### src/rtl/muldiv_unit_pkg.sv
// Shared definitions for the iterative multiply/divide unit: op encodings,
// FSM state codes and small op-decode helpers.
package muldiv_unit_pkg;

  localparam int unsigned MULDIV_WIDTH = 32;

  typedef enum logic [1:0] {
    OP_MULTU = 2'b00,
    OP_MULT  = 2'b01,
    OP_DIVU  = 2'b10,
    OP_DIV   = 2'b11
  } op_e;

  typedef enum logic [1:0] {
    S_IDLE = 2'b00,
    S_RUN  = 2'b01,
    S_FIX  = 2'b10,
    S_DONE = 2'b11
  } state_e;

  // Divide ops live in the upper half of the encoding.
  function automatic logic op_is_div(input logic [1:0] op);
    return (op == OP_DIVU) || (op == OP_DIV);
  endfunction

  // Signed variants have the low encoding bit set.
  function automatic logic op_is_signed(input logic [1:0] op);
    return (op == OP_MULT) || (op == OP_DIV);
  endfunction

endpackage

### src/rtl/muldiv_unit_signfix.sv
// Conditional two's-complement negate; used both as |x| on the way in and
// as the sign restore on the way out.
module muldiv_unit_signfix #(
  parameter int unsigned W = 32
) (
  input  logic [W-1:0] val,
  input  logic         neg,
  output logic [W-1:0] res
);

  // Negate when requested, pass through otherwise.
  always_comb begin
    res = val;
    if (neg) begin
      res = (~val) + W'(1);
    end
  end

endmodule

### src/rtl/muldiv_unit.sv
// Iterative WIDTH-bit multiply/divide unit holding the HI/LO result pair.
// One shift-add (mul) or restoring-subtract (div) step per clock on
// operand magnitudes, followed by a sign-fix cycle and a result-publish cycle.
module muldiv_unit
  import muldiv_unit_pkg::*;
#(
  parameter int unsigned WIDTH = MULDIV_WIDTH
) (
  input  logic             clk,
  input  logic             rst_n,
  input  logic             start,
  input  logic [1:0]       op,
  input  logic [WIDTH-1:0] rs_val,
  input  logic [WIDTH-1:0] rt_val,
  output logic             busy,
  output logic             done,
  output logic [WIDTH-1:0] hi,
  output logic [WIDTH-1:0] lo
);

  localparam int unsigned CNT_W = $clog2(WIDTH) + 1;

  state_e             state;
  logic [CNT_W-1:0]   counter;
  logic               is_div;
  logic               neg_a;
  logic               neg_b;
  logic [WIDTH-1:0]   acc_hi;
  logic [WIDTH-1:0]   acc_lo;
  logic [WIDTH-1:0]   operand_b;

  logic               in_neg_a;
  logic               in_neg_b;
  logic [WIDTH-1:0]   abs_a;
  logic [WIDTH-1:0]   abs_b;
  logic [2*WIDTH-1:0] prod_fix;
  logic [WIDTH-1:0]   quo_fix;
  logic [WIDTH-1:0]   rem_fix;

  logic [WIDTH:0]     mul_sum;
  logic [WIDTH:0]     div_shift;
  logic               trial_ok;
  logic [WIDTH-1:0]   div_diff;

  assign in_neg_a = op_is_signed(op) & rs_val[WIDTH-1];
  assign in_neg_b = op_is_signed(op) & rt_val[WIDTH-1];

  muldiv_unit_signfix #(.W(WIDTH)) u_abs_a (
    .val (rs_val),
    .neg (in_neg_a),
    .res (abs_a)
  );

  muldiv_unit_signfix #(.W(WIDTH)) u_abs_b (
    .val (rt_val),
    .neg (in_neg_b),
    .res (abs_b)
  );

  muldiv_unit_signfix #(.W(2*WIDTH)) u_fix_prod (
    .val ({acc_hi, acc_lo}),
    .neg (neg_a ^ neg_b),
    .res (prod_fix)
  );

  muldiv_unit_signfix #(.W(WIDTH)) u_fix_quo (
    .val (acc_lo),
    .neg (neg_a ^ neg_b),
    .res (quo_fix)
  );

  muldiv_unit_signfix #(.W(WIDTH)) u_fix_rem (
    .val (acc_hi),
    .neg (neg_a),
    .res (rem_fix)
  );

  // One iteration step: add-shift for mul, shift and trial-subtract for div.
  // A carry out of the shifted remainder means it already exceeds any divisor.
  always_comb begin
    mul_sum   = {1'b0, acc_hi};
    if (acc_lo[0]) begin
      mul_sum = {1'b0, acc_hi} + {1'b0, operand_b};
    end
    div_shift = {acc_hi, acc_lo[WIDTH-1]};
    trial_ok  = div_shift[WIDTH] | (div_shift[WIDTH-1:0] >= operand_b);
    div_diff  = div_shift[WIDTH-1:0] - operand_b;
  end

  // Control FSM, datapath registers and registered outputs.
  always_ff @(posedge clk) begin
    if (!rst_n) begin
      state     <= S_IDLE;
      counter   <= '0;
      is_div    <= 1'b0;
      neg_a     <= 1'b0;
      neg_b     <= 1'b0;
      acc_hi    <= '0;
      acc_lo    <= '0;
      operand_b <= '0;
      busy      <= 1'b0;
      done      <= 1'b0;
      hi        <= '0;
      lo        <= '0;
    end else begin
      done <= 1'b0;
      case (state)
        S_IDLE: begin
          if (start) begin
            is_div  <= op_is_div(op);
            neg_a   <= in_neg_a;
            neg_b   <= in_neg_b;
            counter <= '0;
            acc_hi  <= '0;
            busy    <= 1'b1;
            state   <= S_RUN;
            if (op_is_div(op)) begin
              acc_lo    <= abs_a;
              operand_b <= abs_b;
            end else begin
              acc_lo    <= abs_b;
              operand_b <= abs_a;
            end
          end
        end
        S_RUN: begin
          if (is_div) begin
            acc_hi <= trial_ok ? div_diff : div_shift[WIDTH-1:0];
            acc_lo <= {acc_lo[WIDTH-2:0], trial_ok};
          end else begin
            acc_hi <= mul_sum[WIDTH:1];
            acc_lo <= {mul_sum[0], acc_lo[WIDTH-1:1]};
          end
          counter <= counter + CNT_W'(1);
          if (counter == CNT_W'(WIDTH - 1)) begin
            state <= S_FIX;
          end
        end
        S_FIX: begin
          if (is_div) begin
            // Divide by zero leaves the dividend as remainder and all-ones quotient.
            acc_hi <= rem_fix;
            acc_lo <= (operand_b == '0) ? '1 : quo_fix;
          end else begin
            {acc_hi, acc_lo} <= prod_fix;
          end
          state <= S_DONE;
        end
        S_DONE: begin
          hi    <= acc_hi;
          lo    <= acc_lo;
          done  <= 1'b1;
          busy  <= 1'b0;
          state <= S_IDLE;
        end
        default: begin
          state <= S_IDLE;
        end
      endcase
    end
  end

endmodule

### config.mk
export PLATFORM = sky130hd
export DESIGN_NAME = muldiv_unit
export DESIGN_NICKNAME = d
export VERILOG_FILES = /design/src/rtl/muldiv_unit_pkg.sv /design/src/rtl/muldiv_unit_signfix.sv /design/src/rtl/muldiv_unit.sv
export SDC_FILE = /design/constraint.sdc
export NUM_CORES = 1
export LEC_CHECK = 0
export CORE_MARGIN = 5
export CORE_UTILIZATION = 55
export DETAILED_ROUTE_END_ITERATION = 7
export PLACE_DENSITY = 0.77
export SLEW_MARGIN = 20
export SYNTH_ARGS = -nofsm -noshare
export SYNTH_HDL_FRONTEND = slang
export SYNTH_SLANG_ARGS = --single-unit
### constraint.sdc
create_clock -name clk -period 4.76 [get_ports clk]
set_input_delay 0.952 -clock clk [delete_from_list [all_inputs] [get_ports clk]]
set_output_delay 0.952 -clock clk [all_outputs]
set_load 0.02 [all_outputs]
After elaboration in Yosys (flattened, before gate mapping). Index checks and enable logic that the tools add are counted.

Output and inout bits: 66. Word-level logic and storage cells: 81. Register bits after elaboration: 173. Bits of input ports: 69.

Bitwise operators: 9. Eq/ne operators: 12. Magnitude comparators: 1. $add $sub $neg: 8. Reduce and logical (&&, ||, !) cells: 13. Multiplexer cells: 26.

Operators by type and width (count): $mux W32 (14); $pmux W32 S3 (2); $add A32 B1 Y32 const B (4); $not A32 Y32 (4); $add A64 B1 Y64 const B (1); $mux W64 (1); $not A64 Y64 (1); $add A32 B32 Y33 (1); $mux W33 (1); $ge A32 B32 Y1 (1); $logic_not A32 Y1 (1); $sub A32 B32 Y32 (1); $pmux W6 S2 (1); $eq A2 B2 Y1 const B (4); $pmux W2 S4 (1); $reduce_and A2 Y1 (4); $reduce_and A4 Y1 (2); $add A6 B1 Y6 const B (1); $eq A6 B5 Y1 const B (1); $mux W6 (1); $ne A3 B2 Y1 const B (2); $eq A2 B1 Y1 const B (2); $mux W2 (2); $ne A2 B2 Y1 const B (2); other kinds (10) (14).

Depth between registers and ports, before layout. Gate-level depths: netlist of run 1.

Word-level depth: 7. Depth in mapped cells: 14. Mapped depth without buffers: 12.

Modules after synthesis. Synthesis of run 1 repeated with hierarchy kept, for this count alone.

Cell total of the unflattened synthesis: 2197. Area, all modules: 17692.0 um^2.

Modules (own cells, without submodules): muldiv_unit (sequential area each 3463.3 um^2, area an instance 12934.9 um^2, instances 1, cells an instance 1595); muldiv_unit_signfix (u_abs_a ...) (sequential area each 0.0 um^2, area an instance 777.0 um^2, instances 4, cells an instance 99); muldiv_unit_signfix (u_fix_prod) (sequential area each 0.0 um^2, area an instance 1649.1 um^2, instances 1, cells an instance 206).

Worst setup path before layout of run 1. No wires, ideal clock.

Path kind: in2reg. Start: input rs_val[12]. End: register acc_lo[31]. Required time: 4700 ps. Cell stages on the path: 9. Setup slack: 1273 ps. Setup time: 60 ps. Data arrival time: 3427 ps. Path buffers: 0. Path through: or4_1 > or4_1 > nor3_1 > nand3_1 > o31ai_1 > nand2_1 > o211a_1 > a2111oi_0 > a31o_1.

Word-level cells in the longest chain between the ends: 6.

RTL lines: start: declaration (RTL line muldiv_unit.sv:13) `input logic [WIDTH-1:0] rs_val,`; $not A32 Y32 (RTL line muldiv_unit_signfix.sv:15) `res = (~val) + W'(1);`; $add A32 B1 Y32 (RTL line muldiv_unit_signfix.sv:15); $mux W32 (RTL line muldiv_unit_signfix.sv:14) `if (neg) begin`; $mux W32 (RTL line muldiv_unit.sv:117) `if (op_is_div(op)) begin`; $mux W32 (RTL line muldiv_unit.sv:109) `if (start) begin`; $pmux W32 S3 (RTL line muldiv_unit.sv:107) `case (state)`; end signal: assignment (RTL line muldiv_unit.sv:118) `acc_lo <= abs_a;`; end signal: assignment (RTL line muldiv_unit.sv:121) `acc_lo <= abs_b;`; end signal: assignment (RTL line muldiv_unit.sv:129) `acc_lo <= {acc_lo[WIDTH-2:0], trial_ok};`; end: declaration (RTL line muldiv_unit.sv:29) `logic [WIDTH-1:0] acc_lo;`.

No other way between the ends. The select of a mux whose other input is x is not followed. A chain may end at the register's enable or synchronous reset.

Worst setup path in the final report of run 1.
Start: register acc_hi[5]. End: register acc_hi[31].

Word-level cells in the longest chain between the ends: 5. Elaborated cells between the ends (all ways): 15. Classes of those cells: add/sub: 4; order compare: 1; mux: 7; bitwise: 3.

RTL lines: start: declaration (RTL line muldiv_unit.sv:28) `logic [WIDTH-1:0] acc_hi;`; start signal: assignment (RTL line muldiv_unit.sv:128) `acc_hi <= trial_ok ? div_diff : div_shift[WIDTH-1:0];`; start signal: assignment (RTL line muldiv_unit.sv:131) `acc_hi <= mul_sum[WIDTH:1];`; start signal: assignment (RTL line muldiv_unit.sv:142) `acc_hi <= rem_fix;`; $not A64 Y64 (tied with other cells) (RTL line muldiv_unit_signfix.sv:15); $add A64 B1 Y64 (tied with other cells) (RTL line muldiv_unit_signfix.sv:15); $mux W64 (tied with other cells) (RTL line muldiv_unit_signfix.sv:14); $mux W32, on equally long branches (RTL line muldiv_unit.sv:140, muldiv_unit.sv:127); $pmux W32 S3 * (RTL line muldiv_unit.sv:107).

Mark *: on every way between the ends. The rest lies on a longest branch, timed or not. The select of a mux whose other input is x is not followed.

==> key figures, run 1 <==
Outcome
  – Outcome: completed

Timing
  – Worst slew slack as a fraction of its limit: 25.1%
  – Unrepaired setup endpoints after global routing: false
  – Number of failing hold endpoints at the final stage: 0
  – Setup Viol. Count Final: 0
  – Final worst clock skew: 0.0251 ns
  – Transition at the pin with the smallest max-transition slack: 1.12 ns
  – Maximum clock frequency: 247 MHz
  – Min Tclk post-route: 4.06 ns
  – Part of the cycle the worst path needs: 85.2%
  – Final total negative setup slack: 0 ns
  – Pins Over Slew Limit: 0

Clock network
  – Total setup buffers inserted after CTS: 0
  – Count of hold-fix buffers inserted at cts: 0
  – Clock Root Buffer: sky130_fd_sc_hd__clkbuf_16
  – Total clock buffers created by CTS: 17
  – Buffer levels on the longest clock path: 2
  – Insertion delay of the later-clocked pin in the worst-skew pair: 0.45 ns
  – Number of clock sinks: 173
  – Number of gates given a new drive strength after cts: 0
  – H-Tree Depth: 4
  – Clock transition time at the flip-flop clock pins of the worst setup and hold paths: 0.08 ns
  – TritonCTS clock tree: built

Logic synthesis
  – Mapped Nets: 2201
  – Most common library cells after synthesis: 229 x sky130_fd_sc_hd__nor2_1, 203 x sky130_fd_sc_hd__nand2_1, 173 x sky130_fd_sc_hd__dfxtp_1, 167 x sky130_fd_sc_hd__a21oi_1, 139 x sky130_fd_sc_hd__o21ai_0
  – Most repeated cell in the gate-level netlist after synthesis: sky130_fd_sc_hd__nor2_1
  – Async set-reset flop share out of synthesis: 0%
  – Warnings from Yosys: 0
  – Number of library cell types mapped by synthesis: 79
  – Biggest area consumer among synthesized cells: sky130_fd_sc_hd__dfxtp_1
  – Per-instance average area after synthesis: 7.34 um^2
  – Dominant cells by area after synthesis: sky130_fd_sc_hd__dfxtp_1 23%, sky130_fd_sc_hd__mux2i_1 6.4%, sky130_fd_sc_hd__ha_1 6.0%, sky130_fd_sc_hd__nor2_1 5.7%, sky130_fd_sc_hd__a21oi_1 5.5%
  – Seq/Total Area, Yosys: 22.9%
  – Count of flip-flops with a built-in enable after synthesis: 0
  – Ys flop type: sky130_fd_sc_hd__dfxtp_1
  – Post-synth top area share: 22.9%
  – Gate count after technology mapping: 2057
  – Cell area after technology mapping: 15100 um^2
  – Number of storage elements in the synthesis netlist: 173

Power
  – Share of total power in the clock network: 16.7%
  – Logic pwr share: 59.5%
  – Switching power: 0.00453 W
  – Portion of total power attributed to sequential cells: 23.8%
  – Switching power share of the total: 50.3%
  – Internal Pwr Total: 0.00448 W
  – Leakage power total: 6.81 nW
  – Power Total: 0.00901 W
  – Largest voltage drop on the vdd net: 0.366 mV
  – Power Density: 521 nW/um^2

Place
  – Half-perimeter wire length after detailed placement: 41.3 mm
  – Placed Cells: 2435
  – IO Port Bufs: 134
  – Area after DPL: 16700 um^2
  – RD Place Congestion: 1.04

Route
  – WL final: 54.5 mm
  – Post-detailed-route wirelength per cell: 22.1 um
  – Remaining number of nets flagged by the antenna check after routing: 0
  – DR iter-0 viols: 1667
  – Total via count after detailed routing: 16229
  – Number of vias per cell: 6.58
  – TritonRoute pass-1 iters: 6
  – Residual DRC: 0

Worst setup path
  – List of cells traversed by the critical path: ha_1 > a21oi_1 > inv_1 > o311a_1 > a21oi_1 > o211ai_1 > a2111oi_0 > nor3_1 > or4b_2 > a211oi_1
  – Cell depth of the worst setup path: 10
  – Buffering stage count on the worst path with inverters included: 1
  – CP endpoint kind: flip-flop
  – Data required time of the worst path: 5.12 ns
  – Worst r2r dst: acc_hi[31]
  – Worst Reg2Reg Path Length in Cells: 10
  – Critical path peak fanout: 10
  – Most used cell along the critical path: sky130_fd_sc_hd__a21oi_1
  – End point of the critical path: acc_hi[31]
  – Critical path arrival: 4.42 ns
  – Startpoint of the worst register-to-register path: acc_hi[5]
  – Setup Crit Path Kind: reg -> reg
  – CP top delay family: compound AO/OA/AOI/OAI gates
  – Start point of the critical path: acc_hi[5]
  – Register-to-register setup slack: 0.70 ns
  – Critical-path top delay cell: sky130_fd_sc_hd__a2111oi_0
  – Maximum single-stage delay on the critical path: 0.70 ns
  – Element type at the critical path start: flip-flop

Floorplanning
  – Floorplan die area: 30900 um^2
  – Die X-Extent: 176 um
  – Count of pins on the block boundary: 135
  – Floorplan Core Area: 27000 um^2
  – Placement row count: 60
  – Height of the die: 176 um
  – Initial Util: 55.9%

Cells and area
  – Ant. Diodes: 0
  – Layout area overhead: 14.5%
  – Final layout net count: 2257
  – Non-Filler Cell Area, Final: 17300 um^2
  – Count of placed standard cells in the final layout, fillers left out: 2467
  – Total of fill cells in the finished design: 2405
  – Share of cells above drive strength 1: 6.82%

Hold path
  – Worst hold-check path type: reg -> reg

GRT
  – Total overflow reported by the global router: 0
  – Aggregate global-route resource usage: 33.8%
  – Global-route wire length before repair: 83.7 mm
  – Number of antenna violations at the first check in global routing: 0
  – Maximum number of pins on one net before global-route repair: 73
  – Vias in the first global route: 15047

Job
  – Number of maximum-capacitance constraint violations: 0
==> state kept, by name (all words and copies together) (netlist names) <==
| register | flops |
|---|---|
| busy | 1 |
| hi | 32 |
| acc_lo | 32 |
| acc_hi | 32 |
| state | 2 |
| lo | 32 |
| done | 1 |
| counter | 6 |
| neg_b | 1 |
| is_div | 1 |
| neg_a | 1 |
| operand_b | 32 |
==> worst register-to-register path: cells and delay by family (launching register included) <==
kind            cells  cell delay [ns]
compound gates      6             2.24
simple gates        2             0.77
flops               1             0.54
fa+ha+maj           1             0.36
buf+inv             1             0.07
==> kinds of logic (layout without fill, tap and decap cells) <==
logic type | Yosys count | in the layout | synth area share (%)
AOI/OAI and AO/OA | 622 | 622 | 26.7
xor gates and xnor gates | 142 | 142 | 8.24
adders and majority gates | 75 | 75 | 6.31
buffers and inverters | 218 | 287 | 5.59
DFF | 173 | 173 | 22.9
muxes | 130 | 130 | 8.89
and+or+nand+nor | 697 | 697 | 21.3
==> worst min path at each step <==
stage	from	to	slack [ns]	cells after the start
floorplan	operand_b[6]	operand_b[6]	0.46	2
global placement	busy	busy	0.47	2
detailed placement	busy	busy	0.48	2
CTS	busy	busy	0.50	2
global route	hi[4]	hi[4]	0.51	2
finish	busy	busy	0.49	2
==> power groups by stage <==
stage | Clock, W | Sequential, W | Combinational [W]
floorplan | 0 | 0.00192 | 0.00390
global placement | 0 | 0.00216 | 0.00514
detailed placement | 0 | 0.00216 | 0.00521
CTS | 0.00149 | 0.00213 | 0.00525
global route | 0.00156 | 0.00217 | 0.00579
finish | 0.00150 | 0.00215 | 0.00536
==> final cells by class <==
class	instances	area, um^2	area share [%]
multi-input cells	1666	10800	62.5
flip-flops and latches	173	3470	20.0
repair buffers	184	1710	9.87
clock buffers	18	439	2.54
well taps	341	427	2.47
inverters	71	269	1.56
clock inverters	14	170	0.984
==> layer usage <==
layer | GRT usage, % | vias up | share of wire (%) | wire length [um]
met2 | 56.2 | 835 | 46 | 25000
met5 | 0 | - | 0 | 0
met4 | 17.5 | 0 | 6.0 | 3270
met1 | 42.8 | 7624 | 40 | 21600
met3 | 4.39 | 185 | 8.4 | 4600
li1 | - | 7585 | - | -
==> cell usage in the layout, fill, tap and decap left out, drive strengths merged, types with 13 or more instances in the layout <==
cell,Yosys,final
a22o,13,13
a21oi,167,167
clkbuf,131,18
o31ai,20,20
o21ai,142,142
and2,14,14
a211oi,43,43
a31oi,25,25
xor2,63,63
ha,73,73
xnor2,79,79
nand4,21,21
nor3,66,66
mux2i,97,97
nand3,41,41
buf,16,52
a22oi,21,21
nand2b,18,18
nand2,203,203
o21a,13,13
a21o,38,38
nor4,26,26
inv,70,77
and3,16,16
clkdlybuf4s50,0,132
o211ai,40,40
nor2,229,229
dfxtp,173,173
or3,22,22
mux2,33,33
==> through the flow <==
step | utilization, % | setup slack, ns | hold WS (ns)
4_1_cts | 64.0 | 0.799 | 0.497
3_3_place_gp | 61.7 | 0.647 | 0.466
5_1_grt | 64.0 | 0.400 | 0.515
6_report | 64.0 | 0.704 | 0.492
2_1_floorplan | - | 1.27 | 0.461
3_5_place_dp | 61.7 | 0.671 | 0.483
No activity file was read; power rests on OpenSTA's default activity.
==> run 2, diff against run 1 <==
--- a/config.mk
+++ b/config.mk
@@ -9,7 +9,6 @@
 export CORE_UTILIZATION = 55
 export DETAILED_ROUTE_END_ITERATION = 7
 export PLACE_DENSITY = 0.77
-export SLEW_MARGIN = 20
 export SYNTH_ARGS = -nofsm -noshare
 export SYNTH_HDL_FRONTEND = slang
 export SYNTH_SLANG_ARGS = --single-unit
==> results of run 2 <==
Final layout, timing and power as in run 1 (identical DEF).
==> run 3, diff against run 2 <==
--- a/config.mk
+++ b/config.mk
@@ -12,3 +12,4 @@
 export SYNTH_ARGS = -nofsm -noshare
 export SYNTH_HDL_FRONTEND = slang
 export SYNTH_SLANG_ARGS = --single-unit
+export TNS_END_PERCENT = 10
==> results of run 3 <==
Final layout, timing and power as in run 1 (identical DEF).
